**src/rtl/seq_divider.sv**
```systemverilog
// Iterative unsigned restoring divider: one shift-compare-subtract step per clock,
// WIDTH steps per divide, with a start/busy/done handshake toward the ALU controller.
module seq_divider #(
  parameter int WIDTH = 4
) (
  input  logic             clk,
  input  logic             reset,
  input  logic             start,
  input  logic [WIDTH-1:0] a,
  input  logic [WIDTH-1:0] b,
  output logic             busy,
  output logic             done,
  output logic [WIDTH-1:0] quotient,
  output logic [WIDTH-1:0] remainder,
  output logic             div_by_zero
);

  localparam int CW = $clog2(WIDTH + 1);

  typedef enum logic [1:0] {
    S_IDLE = 2'd0,
    S_RUN  = 2'd1,
    S_DZ   = 2'd2,
    S_DONE = 2'd3
  } state_t;

  state_t           state_r;
  state_t           next_state_s;
  logic             accept_s;
  logic             busy_r;
  logic             done_r;

  // The dividend register doubles as the quotient register: dividend bits leave
  // at the msb while quotient bits enter at the lsb, so after WIDTH steps it holds q.
  logic [WIDTH-1:0] dq_r;
  logic [WIDTH-1:0] divisor_r;
  logic [WIDTH-1:0] rem_r;
  logic [CW-1:0]    count_r;

  logic [WIDTH-1:0] quotient_r;
  logic [WIDTH-1:0] remainder_r;
  logic             dz_r;

  logic [WIDTH:0]   r_shift_s;
  logic [WIDTH:0]   r_diff_s;
  logic             ge_s;
  logic [WIDTH-1:0] r_next_s;
  logic [WIDTH-1:0] q_next_s;
  logic             last_s;

  // One restoring step; the partial remainder stays below the divisor, so the
  // shifted value is under 2*b and the difference msb is exactly the borrow.
  always_comb begin
    r_shift_s = {rem_r, dq_r[WIDTH-1]};
    r_diff_s  = r_shift_s - {1'b0, divisor_r};
    ge_s      = ~r_diff_s[WIDTH];
    if (ge_s) begin
      r_next_s = r_diff_s[WIDTH-1:0];
    end else begin
      r_next_s = r_shift_s[WIDTH-1:0];
    end
    q_next_s = {dq_r[WIDTH-2:0], ge_s};
    last_s   = (count_r == CW'(WIDTH - 1));
  end

  // Next-state logic; DONE accepts a new request exactly like IDLE.
  always_comb begin
    next_state_s = state_r;
    accept_s     = 1'b0;
    case (state_r)
      S_IDLE, S_DONE: begin
        if (start) begin
          accept_s = 1'b1;
          if (b == {WIDTH{1'b0}}) begin
            next_state_s = S_DZ;
          end else begin
            next_state_s = S_RUN;
          end
        end else begin
          next_state_s = S_IDLE;
        end
      end
      S_RUN: begin
        if (last_s) begin
          next_state_s = S_DONE;
        end else begin
          next_state_s = S_RUN;
        end
      end
      S_DZ:    next_state_s = S_DONE;
      default: next_state_s = S_IDLE;
    endcase
  end

  // State register plus registered handshake flags derived from the next state.
  always_ff @(posedge clk) begin
    if (reset) begin
      state_r <= S_IDLE;
      busy_r  <= 1'b0;
      done_r  <= 1'b0;
    end else begin
      state_r <= next_state_s;
      busy_r  <= (next_state_s == S_RUN) || (next_state_s == S_DZ);
      done_r  <= (next_state_s == S_DONE);
    end
  end

  // Working registers: operand capture on accept, one iteration per RUN cycle.
  always_ff @(posedge clk) begin
    if (reset) begin
      dq_r      <= {WIDTH{1'b0}};
      divisor_r <= {WIDTH{1'b0}};
      rem_r     <= {WIDTH{1'b0}};
      count_r   <= {CW{1'b0}};
    end else if (accept_s) begin
      dq_r      <= a;
      divisor_r <= b;
      rem_r     <= {WIDTH{1'b0}};
      count_r   <= {CW{1'b0}};
    end else if (state_r == S_RUN) begin
      dq_r      <= q_next_s;
      rem_r     <= r_next_s;
      count_r   <= count_r + CW'(1);
    end else begin
      dq_r      <= dq_r;
      rem_r     <= rem_r;
      count_r   <= count_r;
    end
  end

  // Result registers change only on entry to DONE (or reset).
  always_ff @(posedge clk) begin
    if (reset) begin
      quotient_r  <= {WIDTH{1'b0}};
      remainder_r <= {WIDTH{1'b0}};
      dz_r        <= 1'b0;
    end else begin
      case (state_r)
        S_RUN: begin
          if (last_s) begin
            quotient_r  <= q_next_s;
            remainder_r <= r_next_s;
            dz_r        <= 1'b0;
          end else begin
            quotient_r  <= quotient_r;
            remainder_r <= remainder_r;
            dz_r        <= dz_r;
          end
        end
        S_DZ: begin
          // Divide by zero reports all-ones quotient and the untouched dividend.
          quotient_r  <= {WIDTH{1'b1}};
          remainder_r <= dq_r;
          dz_r        <= 1'b1;
        end
        default: begin
          quotient_r  <= quotient_r;
          remainder_r <= remainder_r;
          dz_r        <= dz_r;
        end
      endcase
    end
  end

  assign busy        = busy_r;
  assign done        = done_r;
  assign quotient    = quotient_r;
  assign remainder   = remainder_r;
  assign div_by_zero = dz_r;

endmodule

```
**config.mk**
```make
export PLATFORM = sky130hd
export DESIGN_NAME = seq_divider
export DESIGN_NICKNAME = d
export VERILOG_FILES = /design/src/rtl/seq_divider.sv
export SDC_FILE = /design/constraint.sdc
export NUM_CORES = 1
export LEC_CHECK = 0
export ABC_AREA = 1
export CORE_UTILIZATION = 55
export CTS_BUF_LIST = sky130_fd_sc_hd__clkbuf_8
export DETAILED_ROUTE_END_ITERATION = 16
export PLACE_DENSITY_LB_ADDON = 0.08
export REMOVE_ABC_BUFFERS = 1
export SETUP_SLACK_MARGIN = 0.5
export SKIP_CTS_REPAIR_TIMING = 1
export SLEW_MARGIN = 20
export SYNTH_ARGS = -nofsm -noshare
export SYNTH_HDL_FRONTEND = slang
export SYNTH_SLANG_ARGS = --single-unit
```
**constraint.sdc**
```tcl
create_clock -name clk -period 2.1 [get_ports clk]
set_clock_uncertainty 0.2 [all_clocks]
set_input_delay 0.42 -clock clk [delete_from_list [all_inputs] [get_ports clk]]
set_output_delay 0.42 -clock clk [all_outputs]
set_load 0.01 [all_outputs]
```
==> key figures, run 1 <==
Run status
  • Status: complete, no violations

Placement
  • GPL Wtd Cong: 0.870
  • Placed instance area: 1720 sq um
  • Worst slack, placed: 46.9 ps
  • DP HPWL: 2520 um
  • PortBufs: 21

Yosys
  • Sequential area share after synthesis: 38.6%
  • Ys Warns: 0
  • Main combinational cell family by area after synthesis: simple AND/OR/NAND/NOR gates
  • Post-synth cell types: 31
  • Synthesized instance count: 194
  • Synth Register Bits: 28
  • Compound-cell area share of the yosys netlist: 17.0%
  • Mux share of post-synthesis cell area: 0%
  • Leading area contributor after synthesis: dfxtp_1
  • Syn Area/Cell: 7.49 sq um
  • Post-Synth Adder-Cell Area: 9.13%
  • Xor/xnor cell area share of the yosys netlist: 1.21%
  • Synth Area in Simple Gates: 24.3%
  • Synthesized area: 1450 sq um
  • Yosys top cell area share: 38.6%
  • Ranking of synthesized cells by area: dfxtp_1, nand2_1, a21oi_1, ha_1, inv_1

Clock network
  • CTS tree: yes
  • H-tree Lvls: 1
  • Clock tree sinks: 28
  • Clock insertion delay at the later pin of the skew report: 280 ps
  • Clock Path Buffers: 2
  • Worst-path clk slew: 100 ps
  • CTS Buf Count: 3
  • Clock root buffer master: clkbuf_8

Power
  • Logic pwr share: 28.1%
  • Clock power share: 30.7%
  • Internal: 978 uW
  • Pwr per Cell Area: 687 nW/um^2
  • Sw Ratio: 30.0%
  • Lkg Pwr: 1.10 nW
  • Peak VDD IR: 606 uV
  • Sequential power share: 41.3%
  • Sw Pwr: 418 uW

Routing
  • # DRC: 0
  • Post-route antenna net violation count: 0
  • Avg Vias per Cell: 5.54
  • Via count: 1458
  • 1st-iter DRT viols: 28
  • WL final: 3670 um
  • Pre-Repair DR Iteration Count: 5
  • Wire length per cell: 14.0 um

STA
  • Max Fclk: 0.503 GHz
  • Finish-stage setup viols: 0
  • Setup TNS: 0 ps
  • Relative slew slack: 80.6%
  • Tmin final: 1990 ps
  • Slew at the pin closest to its max-slew limit: 291 ps
  • Period utilisation layout: 94.6%
  • Unrepaired setup endpoints after global routing: yes
  • Post-route setup slack: 114 ps
  • Number of hold violations in the final report: 0
  • Slew Viols, Final: 0

Layout
  • Inserted Diodes: 0
  • Synth-to-layout area growth: 40.0%
  • # nets final: 255
  • Sequential Area: 566 sq um
  • Footprint of the multi-input gates: 837 sq um
  • Fillers: 158
  • Layout cells sized above 1: 27.5%
  • Final Cell Area: 2030 sq um

GRT
  • Top Usage Layer GRT: met2
  • Initial antenna violation count: 0
  • Vias in the first global route: 1215
  • Largest net degree at the start of global routing: 17
  • Grt met1 use: 30.2%
  • Total track usage: 25.3%
  • First-pass GRT wire length: 5150 um
  • GR Util met2: 43.8%
  • Gr ovfl total: 0
  • Met3 Usage GRT: 4.31%

Min path
  • Hold Path Class: reg -> reg

Worst setup path
  • Worst-path cell chain: inv_2 > ha_4 > fa_2 > inv_2 > nand3_1 > nand3_2 > nand2_4 > nand2_2 > nand2_2 > o21ai_2 > inv_1
  • FF-to-FF setup slack: 110 ps
  • CP Data Arrival Time: 1970 ps
  • CP Data Required Time: 2080 ps
  • CP max stage delay: 410 ps
  • Crit Path Category: reg -> reg
  • Crit end category: flip-flop
  • Worst path slowest cell: fa_2
  • Critical path peak fanout: 6
  • CP Launch Type: flip-flop

Floorplan
  • Initial Util: 58.6%
  • Area of the core: 2480 sq um
  • Die X: 53.4 um
  • Total Die Area: 2850 sq um
  • IO Pins: 22
  • # rows: 18
  • Die H: 53.4 um

Job
  • MaxCap Viol Count: 0
==> cells by family after synthesis <==
family / Yosys count
compound gates: 43
fa+ha+maj: 10
buf+inv: 35
simple gates: 76
flops: 28
xor+xnor: 2
==> per-stage QoR <==
step	utilization [%]	cells	hold WS, ps	total power, mW
final	82.1	263	268	1.40
after global routing	82.1	263	302	1.47
after CTS	72.2	250	273	1.34
after detailed placement	69.3	246	258	0.919
after global placement	69.3	246	250	0.902
after floorplan	-	189	235	0.821
==> cell usage after synthesis <==
master and instances:
a31oi_1 2, clkbuf_1 1, a21oi_2 1, inv_1 27, xnor2_1 1, or2_4 1, buf_1 1, fa_1 1
o21ai_0 9, nand3_1 12, o21ai_1 3, nand3_2 1, inv_2 2, nand3_4 1, o2bb2ai_1 1, buf_2 1
dfxtp_1 28, o21bai_1 1, ha_1 9, inv_4 1, o21ai_4 1, nand2_2 7, nor2_1 12, buf_4 2
nand2_1 40, nand2_4 1, a21oi_1 23, xor2_1 1, a311oi_1 1, or2_0 1, o21ai_2 1
==> layout by cell type (no fill, tap or decap), types with 2 or more instances in the layout <==
master,netlist,routed
nand2_4,1,3
inv_1,27,21
nand2_1,40,34
inv_2,2,7
clkbuf_8,0,3
nand3_1,12,11
dfxtp_2,0,4
dlymetal6s2s_1,0,11
o21ai_1,3,4
a31oi_1,2,2
clkdlybuf4s50_1,0,10
dfxtp_1,28,24
buf_4,2,14
o21ai_0,9,8
ha_1,9,3
nand2_2,7,11
ha_2,0,2
nor2_1,12,12
a21oi_1,23,23
nand3_2,1,2
buf_6,0,4
ha_4,0,4
==> sequential cells by signal (all words and copies together), names as in the netlist <==
| name | flops |
|---|---|
| div_by_zero | 1 |
| rem_r | 4 |
| divisor_r | 4 |
| remainder | 4 |
| busy | 1 |
| dq_r | 4 |
| done | 1 |
| quotient | 4 |
| state_r | 2 |
| count_r | 3 |
==> power groups by stage <==
stage	registers [mW]	clock network (mW)	logic (mW)
6_report	0.576	0.428	0.392
5_1_grt	0.579	0.463	0.426
4_1_cts	0.572	0.432	0.336
3_5_place_dp	0.585	0	0.334
3_3_place_gp	0.583	0	0.318
2_1_floorplan	0.582	0	0.239
==> layer usage <==
metal / up-vias / wire, um
li1: 701 / -
met1: 683 / 1520
met2: 57 / 1830
met3: 17 / 201
met4: 0 / 123
met5: - / 0
==> path summary, 6_finish.rpt <==
check	startpoint	end	cells after the start
hold reg to reg	quotient[1]	quotient[1]	2
setup reg to reg	dq_r[3]	rem_r[3]	11
setup / recovery	dq_r[3]	rem_r[3]	11
hold / removal	quotient[1]	quotient[1]	2
==> worst max-delay path, delay by kind of cell (launching register included) <==
| kind | cells | cell delay (ps) |
|---|---|---|
| AO/OA/AOI/OAI | 1 | 100 |
| adder cells (fa/ha/maj) | 2 | 570 |
| AND/OR/NAND/NOR | 5 | 490 |
| flip-flops | 1 | 350 |
| buffers and inverters | 3 | 180 |
==> cell type report <==
type / instances / share of cell area, %
multi-input cells: 131 / 41.2
flip-flops and latches: 28 / 27.8
repair buffers: 40 / 19.8
inverters: 30 / 5.85
clock buffers: 3 / 2.03
well taps: 30 / 1.85
clock inverters: 1 / 1.48
No activity file was read; power rests on OpenSTA's default activity.
==> inputs of run 2 (changes only) <==
--- a/config.mk
+++ b/config.mk
@@ -6,6 +6,7 @@
 export NUM_CORES = 1
 export LEC_CHECK = 0
 export ABC_AREA = 1
+export CORE_MARGIN = 2
 export CORE_UTILIZATION = 55
 export CTS_BUF_LIST = sky130_fd_sc_hd__clkbuf_8
 export DETAILED_ROUTE_END_ITERATION = 16
==> key figures, run 2 (synthesis gave the netlist of run 1 again) <==
GRT
  • Total track usage: 20.8% (-4.5 points)
  • GR Util met2: 37.2% (-6.5 points)
  • Largest net degree at the start of global routing: 17 (unchanged)
  • Initial antenna violation count: 0 (unchanged)
  • Grt met1 use: 24.6% (-5.7 points)
  • Gr ovfl total: 0 (unchanged)
  • Top Usage Layer GRT: met2
  • Vias in the first global route: 1232 (+1.4%)
  • First-pass GRT wire length: 5180 um (+0.41%)
  • Met3 Usage GRT: 3.04% (-1.3 points)

Power
  • Lkg Pwr: 1.07 nW (-2.6%)
  • Peak VDD IR: 559 uV (-7.8%)
  • Pwr per Cell Area: 713 nW/um^2 (+3.8%)

Worst setup path
  • CP Data Arrival Time: 1940 ps (-30 ps)
  • CP Data Required Time: 2090 ps (about the same)
  • Crit end category: flip-flop
  • CP Launch Type: flip-flop
  • Crit Path Category: reg -> reg
  • Critical path peak fanout: 6 (unchanged)

Clock network
  • CTS tree: yes
  • Clock root buffer master: clkbuf_8
  • H-tree Lvls: 1 (unchanged)
  • Worst-path clk slew: 100 ps (about the same)
  • Clock insertion delay at the later pin of the skew report: 280 ps (about the same)
  • Clock tree sinks: 28 (unchanged)
  • CTS Buf Count: 3 (unchanged)
  • Clock Path Buffers: 2 (unchanged)

Routing
  • Wire length per cell: 13.1 um (-6.3%)
  • 1st-iter DRT viols: 27 (-3.6%)
  • Pre-Repair DR Iteration Count: 4 (-1)
  • Post-route antenna net violation count: 0 (unchanged)
  • # DRC: 0 (unchanged)
  • Via count: 1391 (-4.6%)
  • WL final: 3360 um (-8.5%)
  • Avg Vias per Cell: 5.41 (-2.4%)

Layout
  • Synth-to-layout area growth: 36.3%
  • Post-Layout Cell Count: 257 (-2.3%)
  • Layout cells sized above 1: 24.7% (-2.8 points)
  • Inserted Diodes: 0 (unchanged)
  • Fillers: 172 (+8.9%)
  • Commonest cells after routing, fill and taps aside: nand2_1, dfxtp_1, a21oi_1
  • # nets final: 249 (-2.4%)
  • Commonest non-fill, non-tap cell in the layout: nand2_1

Floorplan
  • IO Pins: 22 (unchanged)
  • # rows: 18 (unchanged)
  • Area of the core: 2500 sq um (+0.91%)
  • Initial Util: 58.1% (-0.53 points)
  • Die X: 55.4 um (+3.7%)
  • Die H: 55.4 um (+3.7%)
  • Total Die Area: 3070 sq um (+7.6%)

STA
  • Setup TNS: 0 ps (unchanged)
  • Slew at the pin closest to its max-slew limit: 272 ps (-18.5 ps)
  • Unrepaired setup endpoints after global routing: yes
  • Finish-stage setup viols: 0 (unchanged)
  • Relative slew slack: 81.8% (+1.3 points)
  • Slew Viols, Final: 0 (unchanged)
  • Tmin final: 1940 ps (-42.9 ps)
  • Period utilisation layout: 92.5% (-2.0 points)
  • Max Fclk: 0.515 GHz (+2.2%)
  • Post-route setup slack: 157 ps (+42.9 ps)
  • Number of hold violations in the final report: 0 (unchanged)

Min path
  • Hold Path Class: reg -> reg

Placement
  • DP HPWL: 2380 um (-5.6%)
  • Worst slack, placed: 52.6 ps (+5.69 ps)
  • PortBufs: 21 (unchanged)
  • GPL Wtd Cong: 0.817 (-6.0%)
  • Inst Count DP: 245 (-0.41%)

Run status
  • Status: complete, no violations

Job
  • MaxCap Viol Count: 0 (unchanged)
[run 2: metal layers]
metal | routed length, um | part of all wire (%) | vias to the layer above
li1 | - | - | 686
met4 | 81 | 2.4 | 0
met2 | 1670 | 50 | 37
met1 | 1470 | 44 | 658
met3 | 139 | 4.1 | 10
met5 | 0 | 0 | -
[run 2: where the power goes]
part           internal (mW)  total (mW)  switching [mW]
Clock                  0.255       0.427           0.171
Combinational          0.170       0.409           0.239
Sequential             0.557       0.575          0.0176
Total                  0.983        1.41           0.428
[run 2: layout make-up]
class                           count  area (sq um)  area share [%]
Clock buffer                        3          41.3            2.09
Clock inverter                      1          30.0            1.52
Inverter                           30           119            6.01
Multi-Input combinational cell    131           843            42.6
Sequential cell                    28           566            28.6
Tap cell                           30          37.5            1.90
Timing Repair Buffer               34           343            17.3
[run 2: metrics by stage]
stage	total power, mW	area (sq um)	hold WS, ps	utilization [%]
after detailed placement	0.918	1710	255	68.4
after floorplan	0.821	1430	235	-
after global routing	1.48	1980	285	79.2
after CTS	1.34	1780	269	71.3
final	1.41	1980	266	79.2
after global placement	0.901	1710	250	68.4
[run 2: worst max-delay path, cell delays in order, from the launching register on]
cell and delay (ps):
dfxtp_2 340, inv_2 50, ha_4 160, fa_2 400, inv_2 80, nand2_2 50, nand2_2 80, nand3_4 120
nand2_8 120, nand2_2 60, nand2_2 60, nand2_1 50, nand2_1 50, inv_1 30
[run 2: worst paths after layout]
check                                  from          end  slack [ps]  depth (start not counted)
worst max-delay path                dq_r[3]     rem_r[2]         160                         13
worst min register to register  quotient[2]  quotient[2]         270                          2
worst max register to register      dq_r[3]     rem_r[2]         160                         13
worst min-delay path            quotient[2]  quotient[2]         270                          2
